===== src/rtl/rpm_div_scheduler.sv =====
// Shared RPM engine: round-robin arbiter feeding one multiplier and a bit-serial restoring divider.
// Optional sticky request-overrun flags are built when RPM_DIV_SCHEDULER_OVERRUN_EN is defined.
//
// state | meaning
// IDLE  | waiting; grants the next pending channel at or after rr_ptr
// MUL   | dividend = m0 * RPM_K
// DIV   | one quotient bit per cycle, PROD_W cycles
// OUT   | result held on rpm_*_o until the consumer accepts it
module rpm_div_scheduler #(
    parameter int N_CH       = 4,
    parameter int M0_W       = 16,
    parameter int M1_W       = 32,
    parameter int DATA_WIDTH = 16,
    parameter int RPM_K      = 367647,
    parameter int PROD_W     = 36
) (
    input  logic                       clk,
    input  logic                       rstn,
    input  logic [N_CH-1:0]            meas_valid_i,
    input  logic [N_CH*M0_W-1:0]       meas_m0_i,
    input  logic [N_CH*M1_W-1:0]       meas_m1_i,
    input  logic [N_CH-1:0]            meas_dir_i,
    output logic                       rpm_valid_o,
    input  logic                       rpm_ready_i,
    output logic [DATA_WIDTH-1:0]      rpm_data_o,
    output logic [$clog2(N_CH)-1:0]    rpm_ch_o,
    output logic                       busy_o
`ifdef RPM_DIV_SCHEDULER_OVERRUN_EN
    ,
    output logic [N_CH-1:0]            overrun_o,
    input  logic [N_CH-1:0]            overrun_clr_i
`endif
);

    localparam int CH_W  = $clog2(N_CH);
    localparam int CNT_W = $clog2(PROD_W);
    localparam logic [PROD_W-1:0]     K_EXT    = PROD_W'(RPM_K);
    localparam logic [DATA_WIDTH-2:0] MAG_MAX  = '1;
    localparam logic [CNT_W-1:0]      CNT_LAST = CNT_W'(PROD_W - 1);
    localparam logic [CH_W-1:0]       CH_LAST  = CH_W'(N_CH - 1);

    typedef enum logic [1:0] {IDLE, MUL, DIV, OUT} state_t;

    state_t state, state_nxt;

    logic [M0_W-1:0] slot_m0  [N_CH];
    logic [M1_W-1:0] slot_m1  [N_CH];
    logic [N_CH-1:0] slot_dir;
    logic [N_CH-1:0] pending;
    logic [CH_W-1:0] rr_ptr;

    logic            grant_hit;
    logic [CH_W-1:0] grant_idx;
    logic            grant;
    logic [N_CH-1:0] grant_vec;

    logic [M0_W-1:0]   op_m0;
    logic [M1_W-1:0]   op_m1;
    logic              op_dir;
    logic [CH_W-1:0]   op_ch;
    logic [PROD_W-1:0] qr;
    logic [M1_W-1:0]   rem;
    logic [CNT_W-1:0]  cnt;

    logic [M1_W:0]           shifted;
    logic                    q_bit;
    logic [M1_W-1:0]         rem_nxt;
    logic [PROD_W-1:0]       q_final;
    logic [DATA_WIDTH-2:0]   mag;
    logic [DATA_WIDTH-1:0]   mag_ext;
    logic [DATA_WIDTH-1:0]   fmt;

    // Round-robin search starting at rr_ptr, wrapping modulo N_CH.
    always_comb begin
        int idx;
        logic [CH_W-1:0] sel;
        idx       = 0;
        sel       = '0;
        grant_hit = 1'b0;
        grant_idx = '0;
        for (int k = 0; k < N_CH; k++) begin
            idx = (int'(rr_ptr) + k) % N_CH;
            sel = idx[CH_W-1:0];
            if (!grant_hit && pending[sel]) begin
                grant_hit = 1'b1;
                grant_idx = sel;
            end
        end
    end

    assign grant = (state == IDLE) && grant_hit;

    always_comb begin
        grant_vec = '0;
        if (grant) grant_vec[grant_idx] = 1'b1;
    end

    // A new strobe in the grant cycle re-arms pending; the engine takes the old slot.
    always_ff @(posedge clk or negedge rstn) begin
        if (!rstn) begin
            pending  <= '0;
            slot_dir <= '0;
            rr_ptr   <= '0;
            for (int i = 0; i < N_CH; i++) begin
                slot_m0[i] <= '0;
                slot_m1[i] <= '0;
            end
        end else begin
            pending <= (pending & ~grant_vec) | meas_valid_i;
            for (int i = 0; i < N_CH; i++) begin
                if (meas_valid_i[i]) begin
                    slot_m0[i]  <= meas_m0_i[i*M0_W +: M0_W];
                    slot_m1[i]  <= meas_m1_i[i*M1_W +: M1_W];
                    slot_dir[i] <= meas_dir_i[i];
                end
            end
            if (grant) rr_ptr <= (grant_idx == CH_LAST) ? '0 : grant_idx + 1'b1;
        end
    end

    always_ff @(posedge clk or negedge rstn) begin
        if (!rstn) state <= IDLE;
        else       state <= state_nxt;
    end

    always_comb begin
        state_nxt = state;
        case (state)
            IDLE: if (grant_hit) state_nxt = MUL;
            MUL:  state_nxt = DIV;
            DIV:  if (cnt == CNT_LAST) state_nxt = OUT;
            OUT:  if (rpm_ready_i) state_nxt = IDLE;
            default: state_nxt = IDLE;
        endcase
    end

    always_comb begin
        busy_o      = (state != IDLE);
        rpm_valid_o = (state == OUT);
    end

    // Restoring step; the low M1_W bits of the subtraction are exact whenever it is taken.
    always_comb begin
        shifted = {rem, qr[PROD_W-1]};
        q_bit   = (shifted >= {1'b0, op_m1});
        rem_nxt = q_bit ? (shifted[M1_W-1:0] - op_m1) : shifted[M1_W-1:0];
        q_final = {qr[PROD_W-2:0], q_bit};
        if ((op_m1 == '0) || (q_final > PROD_W'(MAG_MAX))) mag = MAG_MAX;
        else                                                 mag = q_final[DATA_WIDTH-2:0];
        mag_ext = {1'b0, mag};
        fmt     = op_dir ? (DATA_WIDTH'(0) - mag_ext) : mag_ext;
    end

    always_ff @(posedge clk or negedge rstn) begin
        if (!rstn) begin
            op_m0      <= '0;
            op_m1      <= '0;
            op_dir     <= 1'b0;
            op_ch      <= '0;
            qr         <= '0;
            rem        <= '0;
            cnt        <= '0;
            rpm_data_o <= '0;
            rpm_ch_o   <= '0;
        end else begin
            case (state)
                IDLE: if (grant) begin
                    op_m0  <= slot_m0[grant_idx];
                    op_m1  <= slot_m1[grant_idx];
                    op_dir <= slot_dir[grant_idx];
                    op_ch  <= grant_idx;
                end
                MUL: begin
                    qr  <= PROD_W'(op_m0) * K_EXT;
                    rem <= '0;
                    cnt <= '0;
                end
                DIV: begin
                    qr  <= q_final;
                    rem <= rem_nxt;
                    cnt <= cnt + 1'b1;
                    if (cnt == CNT_LAST) begin
                        rpm_data_o <= fmt;
                        rpm_ch_o   <= op_ch;
                    end
                end
                default: ;
            endcase
        end
    end

`ifdef RPM_DIV_SCHEDULER_OVERRUN_EN
    // Set wins over a same-cycle clear.
    always_ff @(posedge clk or negedge rstn) begin
        if (!rstn) overrun_o <= '0;
        else       overrun_o <= (overrun_o & ~overrun_clr_i) | (meas_valid_i & pending & ~grant_vec);
    end
`endif

endmodule


===== config.mk =====
export PLATFORM = sky130hd
export DESIGN_NAME = rpm_div_scheduler
export DESIGN_NICKNAME = d
export VERILOG_FILES = /design/src/rtl/rpm_div_scheduler.sv
export SDC_FILE = /design/constraint.sdc
export NUM_CORES = 1
export LEC_CHECK = 0
export CORE_UTILIZATION = 28
export CTS_BUF_LIST = sky130_fd_sc_hd__clkbuf_8
export CTS_CLUSTER_DIAMETER = 100
export CTS_CLUSTER_SIZE = 14
export DETAILED_ROUTE_END_ITERATION = 10
export PLACE_DENSITY = 0.54
export SYNTH_ARGS = -nofsm -noshare
export SYNTH_HDL_FRONTEND = slang
export SYNTH_SLANG_ARGS = --single-unit

===== constraint.sdc =====
create_clock -name clk -period 7.46 [get_ports clk]
set_input_delay 1.492 -clock clk [delete_from_list [all_inputs] [get_ports clk]]
set_output_delay 1.492 -clock clk [all_outputs]
set_load 0.01 [all_outputs]

==> key figures, run 1 <==
Status
  – Result of the run: complete, no violations

CTS
  – Maximum level of the CTS H-tree: 2
  – Latest clock arrival within the worst-skew pair: 620 ps
  – Number of setup buffers added after CTS: 0
  – Clock buffer count from CTS: 34
  – Clock tree from TritonCTS: built
  – Deepest clock path buffer count: 3
  – Register clock-pin slew on the reported worst setup and hold paths: 100 ps
  – Post-cts repair resize count: 0
  – CTS Hold Buffers Added: 0
  – CTS Root Buffer Type: sky130_fd_sc_hd__clkbuf_8
  – Clock sinks: 347

Routing
  – Routed met1 length: 31,300 microns
  – Via/cell ratio: 4.77
  – Routed Antenna Nets: 0
  – Total length of routed met3 wires: 2540 microns
  – Initial DRT Pass Iterations: 5
  – Total number of vias: 17,407
  – Total met2 wirelength after detailed routing: 27,700 microns
  – Post-route DRC: 0
  – Detailed router's first-iteration violation count: 907
  – DRT Wirelength: 62,700 microns
  – Average wire per cell in the routed design: 17.2 microns
  – Top routing layer used: met5

Synth
  – Post-Syn Area per Cell: 9.68 sq um
  – Adder-cell share of the synthesized area: 18.9%
  – Post-synthesis simple-gate area fraction: 12.9%
  – Area fraction of the dominant cell type after synthesis: 37.2%
  – Most area-consuming cells after synthesis: sky130_fd_sc_hd__dfrtp_1 (37%), sky130_fd_sc_hd__ha_1 (11%), sky130_fd_sc_hd__mux2_2 (9.8%), sky130_fd_sc_hd__fa_1 (8.3%), sky130_fd_sc_hd__nand2_1 (6.3%)
  – Number of distinct library cell variants in the gate-level netlist after synthesis: 89
  – Number of nets in the synthesized netlist: 2,907
  – Post-synthesis instance area: 23,300 sq um
  – Synth Area in XOR/XNOR: 1.58%
  – Multiplexer share of the synthesized area: 10.5%
  – Most used flip-flop cell after synthesis: sky130_fd_sc_hd__dfrtp_1
  – Cell taking the most area after synthesis: sky130_fd_sc_hd__dfrtp_1
  – Sequential share of the synthesized area: 37.2%
  – Synthesized flop and latch total: 347
  – Synth Area in Compound Gates: 12.8%
  – Yosys Warn Count: 0
  – Fraction of registers with async set/reset: 100%
  – Cell count after synthesis: 2,409
  – Combinational family with the most area after synthesis: adder cells
  – Number of enable flip-flop cells after synthesis: 0

Floorplanning
  – Ports placed on the boundary: 223
  – Full die area: 84,500 sq um
  – Area inside the core boundary: 82,200 sq um
  – Height of the die: 291 microns
  – Initial core utilization: 28.4%
  – Count of standard-cell rows: 105
  – Die width: 291 microns

Cells and area
  – Footprint of the multi-input gates: 13,300 sq um
  – Count of nets after finishing: 3,068
  – Post-synthesis to final-layout area growth: 16.4%
  – Number of cells in the finished layout apart from fillers: 3,649
  – Layout cell share with drive strength beyond 1: 12.1%
  – Fillers: 8,639
  – Sequential cell area: 8680 sq um

Min path
  – Startpoint of the worst hold path: op_ch[1]
  – Number of instances on the worst hold path: 2
  – Kind of path behind the tightest hold check: flop to flop
  – Worst-case hold path end point: op_ch[1]

Setup path
  – Critical path cell sequence: fa_1, inv_1, fa_1, inv_1, fa_1, inv_1, fa_1, fa_1, fa_1, inv_1, ha_1, a21o_1, a21o_1, a21oi_1, o21ai_0, a31oi_1, a211o_1, a21oi_1, or3_1, nand3_1
  – Number of cells on the worst reg-to-reg path: 20
  – Worst endpoint data arrival time: 6830 ps
  – Crit path max fanout: 9
  – Critical-path top delay cell: sky130_fd_sc_hd__fa_1
  – Critical register-to-register path endpoint: qr[33]
  – Crit path launch type: flop
  – Slack of the worst reg-to-reg path: 1200 ps
  – Category of the worst setup path capture point: flop
  – Required time of the critical path: 8020 ps
  – Startpoint of the most critical register-to-register path: op_m0[13]
  – Crit Path Category: flop to flop
  – Delay of the slowest cell on the worst path: 650 ps
  – Most frequent cell on the critical path: sky130_fd_sc_hd__fa_1

Global routing
  – First-pass GRT wire length: 99,600 microns
  – Overall track demand over capacity in global routing: 14.8%
  – Global-route congestion overflow total: 0
  – Maximum number of pins on one net before global-route repair: 133
  – Vias in the first global route: 17,247
  – Number of antenna violations at the first check in global routing: 7

Place
  – Final weighted congestion in routability-driven placement: 0.878
  – Number of cells in the design after placement: 3,604
  – Port Buffers: 222
  – Estimated wirelength of the detail-placed design: 45,700 microns

STA
  – Finish-stage setup viols: 0
  – Number of hold-slack violations in the final timing report: 0
  – Least-Margin Pin Slew: 1070 ps
  – Number of pins with negative max-slew slack in the final report: 0
  – Achievable Freq: 160 MHz
  – Sum of negative setup slack: 0 ps
  – Post-Route Skew: 33.2 ps
  – Post-route fraction of the period consumed by the critical path: 84.0%
  – Max transition margin: 28.5%
  – Unrepaired setup endpoints after global routing: no
  – Final critical-path required period: 6260 ps

Run
  – Max-cap check violation count: 0
## stage by stage
step           hold WS, ps  setup slack, ps  area [sq um]  utilization [%]
3_5_place_dp           468             1180         26600             32.3
5_1_grt                518              882         27200             33.0
2_1_floorplan          446             1720         23300                -
4_1_cts                491             1160         27200             33.0
6_report               485             1200         27200             33.0
3_3_place_gp           460             1270         26600             32.3
## flip-flops by register name, indices dropped and copies added (netlist names)
register	count
cnt	6
op_ch	2
op_dir	1
op_m0	16
op_m1	32
pending	4
qr	36
rem	32
rpm_ch_o	2
rpm_data_o	16
rr_ptr	2
slot_dir	4
slot_m0	64
slot_m1	128
state	2
## cells in the mapped netlist (6+ instances only)
master	instances
sky130_fd_sc_hd__o2bb2ai_1	19
sky130_fd_sc_hd__a21oi_1	105
sky130_fd_sc_hd__nand2_1	394
sky130_fd_sc_hd__mux2i_1	15
sky130_fd_sc_hd__or3_1	8
sky130_fd_sc_hd__xnor2_1	23
sky130_fd_sc_hd__mux2_2	204
sky130_fd_sc_hd__buf_2	6
sky130_fd_sc_hd__and3_1	19
sky130_fd_sc_hd__o21ai_0	168
sky130_fd_sc_hd__xor2_1	19
sky130_fd_sc_hd__nor3_1	25
sky130_fd_sc_hd__nor4_1	18
sky130_fd_sc_hd__inv_1	242
sky130_fd_sc_hd__buf_1	15
sky130_fd_sc_hd__a21o_1	42
sky130_fd_sc_hd__ha_1	198
sky130_fd_sc_hd__o22ai_1	9
sky130_fd_sc_hd__clkbuf_1	85
sky130_fd_sc_hd__nor2b_1	9
sky130_fd_sc_hd__dfrtp_1	347
sky130_fd_sc_hd__nand3_1	70
sky130_fd_sc_hd__nand4_1	18
sky130_fd_sc_hd__nor2_1	83
sky130_fd_sc_hd__fa_1	97
sky130_fd_sc_hd__nand2b_1	8
sky130_fd_sc_hd__a31oi_1	22
sky130_fd_sc_hd__o31ai_1	6
sky130_fd_sc_hd__o211ai_1	10
sky130_fd_sc_hd__o21a_1	10
## cell families (layout without fill, tap and decap cells)
group | Yosys count | in the layout
and+or+nand+nor | 678 | 678
AOI/OAI and AO/OA | 468 | 468
buffers and inverters | 360 | 529
DFF | 347 | 347
adders and majority gates | 295 | 295
muxes | 219 | 219
xor gates and xnor gates | 42 | 42
other | 0 | 1
## layout make-up
type	instances	area share (%)
Timing Repair Buffer	239	8.69
Inverter	246	3.40
Clock buffer	36	1.82
Clock inverter	8	0.350
Antenna cell	1	0.00921
Multi-Input combinational cell	1702	48.8
Sequential cell	347	32.0
Tap cell	1070	4.93
## critical path, delay by kind of cell (launching register included)
kind                     cells  cell delay [ps]
AO/OA/AOI/OAI                7             1470
adder cells (fa/ha/maj)      7             3520
AND/OR/NAND/NOR              2              450
flip-flops                   1              520
buffers and inverters        4              240
## worst max-delay path by stage
stage              start      to  slack (ps)  cells after the start
6_report       op_m0[13]  qr[33]        1200                     20
5_1_grt        op_m0[13]  qr[33]         880                     20
4_1_cts        op_m0[13]  qr[33]        1160                     20
3_5_place_dp   op_m0[13]  qr[33]        1180                     20
3_3_place_gp   op_m0[13]  qr[33]        1270                     20
2_1_floorplan  op_m0[13]  qr[33]        1720                     20
## cells in the final DEF (no fill, tap or decap), types with 42 or more instances in the layout
cell type	n
sky130_fd_sc_hd__a21o_1	42
sky130_fd_sc_hd__a21oi_1	105
sky130_fd_sc_hd__clkdlybuf4s50_1	217
sky130_fd_sc_hd__dfrtp_1	347
sky130_fd_sc_hd__fa_1	97
sky130_fd_sc_hd__ha_1	196
sky130_fd_sc_hd__inv_1	242
sky130_fd_sc_hd__mux2_2	204
sky130_fd_sc_hd__nand2_1	394
sky130_fd_sc_hd__nand3_1	70
sky130_fd_sc_hd__nor2_1	83
sky130_fd_sc_hd__o21ai_0	168
## metal layers
layer  vias up  track usage (%)
met5         -                0
met4        10             3.37
met3        66             2.31
met2       295             22.9
met1      8505             21.6
li1       8531                -
Power of run 1 is left out: the tool's default activity adds up to more than one toggle a clock period on the data nets, which glitch-free logic cannot reach.
==> run 2: changes to the inputs <==
Clock period 7.46 ns to 6.5 ns, I/O delays scaled along.
==> run 2 against run 1 <==
Effect of this change:
- routed wire length up 0.37%
- final area grew 0.40%
- worst setup slack worse by 710 ps
- register-to-register slack worse by 710 ps
- cell count grew 0.38%
- sequential share of layout area fell by 0.13 points
- clock-buffer cell count is 2 lower
- global-route usage up 0.14 points
- maximum frequency grew 4.1%
==> key figures, run 2 (same netlist as run 1, synthesis figures left out) <==
Routing
  – Via/cell ratio: 4.78
  – Routed Antenna Nets: 0
  – Initial DRT Pass Iterations: 5
  – Post-route DRC: 0
  – Detailed router's first-iteration violation count: 913
  – DRT Wirelength: 63,000 microns
  – Total number of vias: 17,520
  – Average wire per cell in the routed design: 17.2 microns

Setup path
  – Critical-path top delay cell: sky130_fd_sc_hd__fa_1
  – Most frequent cell on the critical path: sky130_fd_sc_hd__fa_1
  – Slack of the worst reg-to-reg path: 480 ps
  – Critical path buffers and inverters: 4
  – Crit path launch type: flop
  – Number of cells on the critical path: 20
  – Worst endpoint data arrival time: 6570 ps
  – Category of the worst setup path capture point: flop
  – Crit path capture: qr[33]
  – Crit Path Category: flop to flop
  – Critical path cell sequence: fa_1, inv_1, fa_1, inv_1, fa_1, inv_1, fa_1, fa_1, fa_1, inv_1, ha_1, a21o_1, a21o_1, a21oi_1, o21ai_0, a31oi_2, a211o_1, a21oi_1, or3_1, nand3_1
  – Critical path's top delay family: adder cells
  – Required time of the critical path: 7060 ps
  – Delay of the slowest cell on the worst path: 620 ps
  – Startpoint of the most critical register-to-register path: op_m0[13]
  – Setup crit start: op_m0[13]
  – Crit path max fanout: 5
  – Critical register-to-register path endpoint: qr[33]
  – Number of cells on the worst reg-to-reg path: 20

CTS
  – Register clock-pin slew on the reported worst setup and hold paths: 100 ps
  – Deepest clock path buffer count: 3
  – Latest clock arrival within the worst-skew pair: 620 ps
  – Maximum level of the CTS H-tree: 2
  – Clock sinks: 347
  – Clock tree from TritonCTS: built
  – CTS Root Buffer Type: sky130_fd_sc_hd__clkbuf_8
  – Clock buffer count from CTS: 34

Place
  – Estimated wirelength of the detail-placed design: 46,600 microns
  – Pre-CTS setup slack: 322 ps
  – Final weighted congestion in routability-driven placement: 0.864
  – Port Buffers: 222

Cells and area
  – Most frequent standard cell in the layout excluding fill and tap cells: sky130_fd_sc_hd__nand2_1
  – Biggest registers after layout: slot_m1: 128 flops, slot_m0: 64 flops, qr: 36 flops
  – Flip-flop count of the largest register after layout: 128
  – Post-synthesis to final-layout area growth: 16.9%
  – Count of nets after finishing: 3,078
  – Leading cell types in the layout, fill and taps excluded: sky130_fd_sc_hd__nand2_1 (394), sky130_fd_sc_hd__dfrtp_1 (347), sky130_fd_sc_hd__inv_1 (244), sky130_fd_sc_hd__clkdlybuf4s50_1 (217), sky130_fd_sc_hd__mux2_2 (204)
  – Fillers: 8,563
  – Layout cell share with drive strength beyond 1: 12.4%
  – Register with the most flip-flops: slot_m1

Global routing
  – Number of antenna violations at the first check in global routing: 11
  – First-pass GRT wire length: 101,000 microns
  – Maximum number of pins on one net before global-route repair: 134
  – Vias in the first global route: 17,612
  – Overall track demand over capacity in global routing: 15.0%
  – Global-route congestion overflow total: 0

STA
  – Post-Route Skew: 52.8 ps
  – Least-Margin Pin Slew: 1070 ps
  – Finish-stage setup viols: 0
  – Setup ws final: 484 ps
  – Final critical-path required period: 6020 ps
  – Post-route fraction of the period consumed by the critical path: 92.6%
  – Sum of negative setup slack: 0 ps
  – Unrepaired setup endpoints after global routing: no
  – Number of pins with negative max-slew slack in the final report: 0
  – Number of hold-slack violations in the final timing report: 0
  – Achievable Freq: 166 MHz
  – Max transition margin: 28.9%
  – Hold Slack: 485 ps

Min path
  – Kind of path behind the tightest hold check: flop to flop

Status
  – Result of the run: complete, no violations

Floorplanning
  – Count of standard-cell rows: 105
  – Area inside the core boundary: 82,200 sq um
  – Die width: 291 microns
  – Full die area: 84,500 sq um
  – Ports placed on the boundary: 223
  – Height of the die: 291 microns
  – Initial core utilization: 28.4%

Run
  – Max-cap check violation count: 0
==> run 2: cell types whose count changed in the layout (fill, tap and decap cells not counted), sizes merged <==
cell	delta
buf	+10
bufinv	+2
clkbuf	-2
diode	+3
inv	+1
==> run 2: worst reg2reg max path, stage by stage (launching register included) <==
cell                      delay (ps)
sky130_fd_sc_hd__dfrtp_1         410
sky130_fd_sc_hd__fa_1            620
sky130_fd_sc_hd__inv_1           100
sky130_fd_sc_hd__fa_1            480
sky130_fd_sc_hd__inv_1            60
sky130_fd_sc_hd__fa_1            520
sky130_fd_sc_hd__inv_1            60
sky130_fd_sc_hd__fa_1            500
sky130_fd_sc_hd__fa_1            520
sky130_fd_sc_hd__fa_1            540
sky130_fd_sc_hd__inv_1            40
sky130_fd_sc_hd__ha_1            350
sky130_fd_sc_hd__a21o_1          200
sky130_fd_sc_hd__a21o_1          170
sky130_fd_sc_hd__a21oi_1         120
sky130_fd_sc_hd__o21ai_0         120
sky130_fd_sc_hd__a31oi_2         350
sky130_fd_sc_hd__a211o_1         260
sky130_fd_sc_hd__a21oi_1         100
sky130_fd_sc_hd__or3_1           370
sky130_fd_sc_hd__nand3_1          90
==> run 2: per-stage QoR <==
step           utilization, %  area, sq um  std cells
5_1_grt                  33.2        27300       3663
3_5_place_dp             32.4        26600       3614
3_3_place_gp             32.4        26600       3614
6_report                 33.2        27300       3663
4_1_cts                  33.1        27200       3659
2_1_floorplan               -        23300       2409
==> run 2: final cells by class <==
type / count / area, sq um / area share (%)
Inverter: 246 / 925 / 3.39
Clock inverter: 11 / 154 / 0.564
Timing Repair Buffer: 249 / 2420 / 8.88
Tap cell: 1070 / 1340 / 4.91
Sequential cell: 347 / 8680 / 31.8
Antenna cell: 4 / 10.0 / 0.0367
Multi-Input combinational cell: 1702 / 13300 / 48.7
Clock buffer: 34 / 468 / 1.72
==> run 2: worst min path at each step <==
stage	slack, ps	start	endpoint	cells after the start
finish	490	rpm_data_o[8]	rpm_data_o[8]	2
global route	530	slot_m1[2]	slot_m1[2]	1
CTS	490	rpm_data_o[8]	rpm_data_o[8]	2
detailed placement	470	rpm_data_o[8]	rpm_data_o[8]	2
global placement	460	op_ch[1]	op_ch[1]	2
floorplan	450	op_ch[0]	op_ch[0]	2
==> run 2: layer usage <==
metal | global-route usage (%) | share of wire [%] | up-vias
li1 | - | - | 8556
met4 | 3.73 | 1.8 | 10
met2 | 23.0 | 44 | 291
met5 | 0 | 0.097 | -
met1 | 21.6 | 49 | 8600
met3 | 2.72 | 4.6 | 63
==> run 2: repair_timing <==
action,in CTS,in global routing
gates resized for setup,0,1
hold buffers,0,0
endpoints found under the setup margin,0,1
setup buffers,0,0
Power of run 2 is left out for the same reason.
==> run 3: changes to the inputs <==
Clock period 6.5 ns to 6.2 ns, I/O delays scaled along.
==> run 3 against run 2 <==
Effect of this change:
- worst hold slack improved by 1.0 ps
- first-iteration DRC count increased by 3.8%
- routed wire length about the same
- register-to-register slack got worse by 230 ps
- worst setup slack got worse by 230 ps
- maximum frequency increased by 1.2%
- via count about the same
- die area unchanged
- clock skew decreased by 11 ps
- critical endpoint unchanged
- highest routed layer unchanged
==> key figures, run 3 (same netlist as run 1, synthesis figures left out) <==
Routing
  – Initial DRT Pass Iterations: 5
  – Routed Antenna Nets: 0
  – DRT Wirelength: 62,900 microns
  – Total number of vias: 17,511
  – Detailed router's first-iteration violation count: 948
  – Post-route DRC: 0
  – Via/cell ratio: 4.78
  – Average wire per cell in the routed design: 17.2 microns

Floorplanning
  – Initial core utilization: 28.4%
  – Height of the die: 291 microns
  – Ports placed on the boundary: 223
  – Area inside the core boundary: 82,200 sq um
  – Die width: 291 microns
  – Full die area: 84,500 sq um
  – Count of standard-cell rows: 105

Setup path
  – Category of the worst setup path capture point: flop
  – Worst endpoint data arrival time: 6490 ps
  – Crit Path Category: flop to flop
  – Required time of the critical path: 6750 ps
  – Number of cells on the worst reg-to-reg path: 21
  – Startpoint of the most critical register-to-register path: op_m0[13]
  – Critical register-to-register path endpoint: qr[33]
  – Setup crit start: op_m0[13]
  – Crit path launch type: flop
  – Slack of the worst reg-to-reg path: 260 ps
  – Crit path max fanout: 5
  – Crit path capture: qr[33]

Cells and area
  – Flip-flop count of the largest register after layout: 128
  – Post-synthesis to final-layout area growth: 17.0%
  – Most frequent standard cell in the layout excluding fill and tap cells: sky130_fd_sc_hd__nand2_1
  – Count of nets after finishing: 3,081
  – Biggest registers after layout: slot_m1: 128 flops, slot_m0: 64 flops, qr: 36 flops
  – Fillers: 8,534
  – Design area: 27,300 sq um
  – Register with the most flip-flops: slot_m1
  – Leading cell types in the layout, fill and taps excluded: sky130_fd_sc_hd__nand2_1 (394), sky130_fd_sc_hd__dfrtp_1 (347), sky130_fd_sc_hd__inv_1 (244), sky130_fd_sc_hd__clkdlybuf4s50_1 (217), sky130_fd_sc_hd__mux2_2 (204)
  – Layout cell share with drive strength beyond 1: 12.6%

STA
  – Post-route fraction of the period consumed by the critical path: 95.9%
  – Number of hold-slack violations in the final timing report: 0
  – Post-Route Skew: 42.1 ps
  – Finish-stage setup viols: 0
  – Unrepaired setup endpoints after global routing: no
  – Sum of negative setup slack: 0 ps
  – Setup ws final: 257 ps
  – Number of pins with negative max-slew slack in the final report: 0
  – Final critical-path required period: 5940 ps
  – Max transition margin: 28.8%
  – Achievable Freq: 168 MHz
  – Least-Margin Pin Slew: 1070 ps

Global routing
  – Global-route congestion overflow total: 0
  – Vias in the first global route: 17,476
  – Overall track demand over capacity in global routing: 14.9%
  – Maximum number of pins on one net before global-route repair: 136
  – Number of antenna violations at the first check in global routing: 5
  – First-pass GRT wire length: 101,000 microns

Status
  – Result of the run: complete, no violations

Place
  – Pre-CTS setup slack: 257 ps
  – Final weighted congestion in routability-driven placement: 0.870
  – Port Buffers: 222
  – Estimated wirelength of the detail-placed design: 46,300 microns
  – Instance area after placement: 26,700 sq um

CTS
  – Latest clock arrival within the worst-skew pair: 620 ps
  – CTS Root Buffer Type: sky130_fd_sc_hd__clkbuf_8
  – Clock sinks: 347
  – Clock buffer count from CTS: 34
  – Number of setup buffers added after CTS: 0
  – Deepest clock path buffer count: 3
  – Clock tree from TritonCTS: built
  – Register clock-pin slew on the reported worst setup and hold paths: 90 ps
  – Maximum level of the CTS H-tree: 2

Run
  – Max-cap check violation count: 0

Min path
  – Kind of path behind the tightest hold check: flop to flop
-- run 3: cell type report --
cell class	instances	area, sq um	share of cell area, %
Multi-Input combinational cell	1702	13300	48.6
Sequential cell	347	8680	31.8
Timing Repair Buffer	252	2460	9.00
Tap cell	1070	1340	4.91
Inverter	246	925	3.39
Clock buffer	34	468	1.71
Clock inverter	13	154	0.564
Antenna cell	1	2.50	0.00917
-- run 3: timing repair --
item | CTS | global route
setup endpoints to repair | 0 | 1
hold buffers | 0 | 0
gates resized for setup | 0 | 1
-- run 3: worst max-delay path: stages (launching register included) --
cell                      delay (ps)
sky130_fd_sc_hd__dfrtp_1         400
sky130_fd_sc_hd__fa_1            630
sky130_fd_sc_hd__inv_1           110
sky130_fd_sc_hd__fa_1            480
sky130_fd_sc_hd__inv_1            50
sky130_fd_sc_hd__fa_1            500
sky130_fd_sc_hd__inv_1            50
sky130_fd_sc_hd__fa_1            500
sky130_fd_sc_hd__fa_1            520
sky130_fd_sc_hd__fa_1            550
sky130_fd_sc_hd__inv_1            40
sky130_fd_sc_hd__ha_1            360
sky130_fd_sc_hd__a21o_1          200
sky130_fd_sc_hd__a21o_1          170
sky130_fd_sc_hd__a21oi_1         120
sky130_fd_sc_hd__o21ai_0          80
sky130_fd_sc_hd__a31oi_1         190
sky130_fd_sc_hd__buf_4           170
sky130_fd_sc_hd__a211o_1         220
sky130_fd_sc_hd__a21oi_1         100
sky130_fd_sc_hd__or3_1           370
sky130_fd_sc_hd__nand3_1          80
-- run 3: through the flow --
step	util [%]	hold slack, ps	instances
floorplan	-	446	2409
global placement	32.4	462	3617
detailed placement	32.4	472	3617
CTS	33.2	493	3664
global route	33.2	520	3665
finish	33.2	486	3665
-- run 3: routing by layer --
metal / vias up / track usage (%) / wire [microns]
li1: 8565 / - / -
met1: 8554 / 21.7 / 31100
met2: 324 / 23.2 / 27900
met3: 60 / 2.52 / 2970
met4: 8 / 3.06 / 937
met5: - / 0 / 54
-- run 3: how the worst min path moves through the flow --
stage / from / end / slack [ps] / cells past startpoint
final: rpm_data_o[7] / rpm_data_o[7] / 490 / 2
after global routing: rpm_data_o[14] / rpm_data_o[14] / 520 / 2
after CTS: rpm_data_o[7] / rpm_data_o[7] / 490 / 2
after detailed placement: rpm_data_o[7] / rpm_data_o[7] / 470 / 2
after global placement: rpm_data_o[8] / rpm_data_o[8] / 460 / 2
after floorplan: op_ch[0] / op_ch[0] / 450 / 2
Power of run 3 is left out for the same reason.
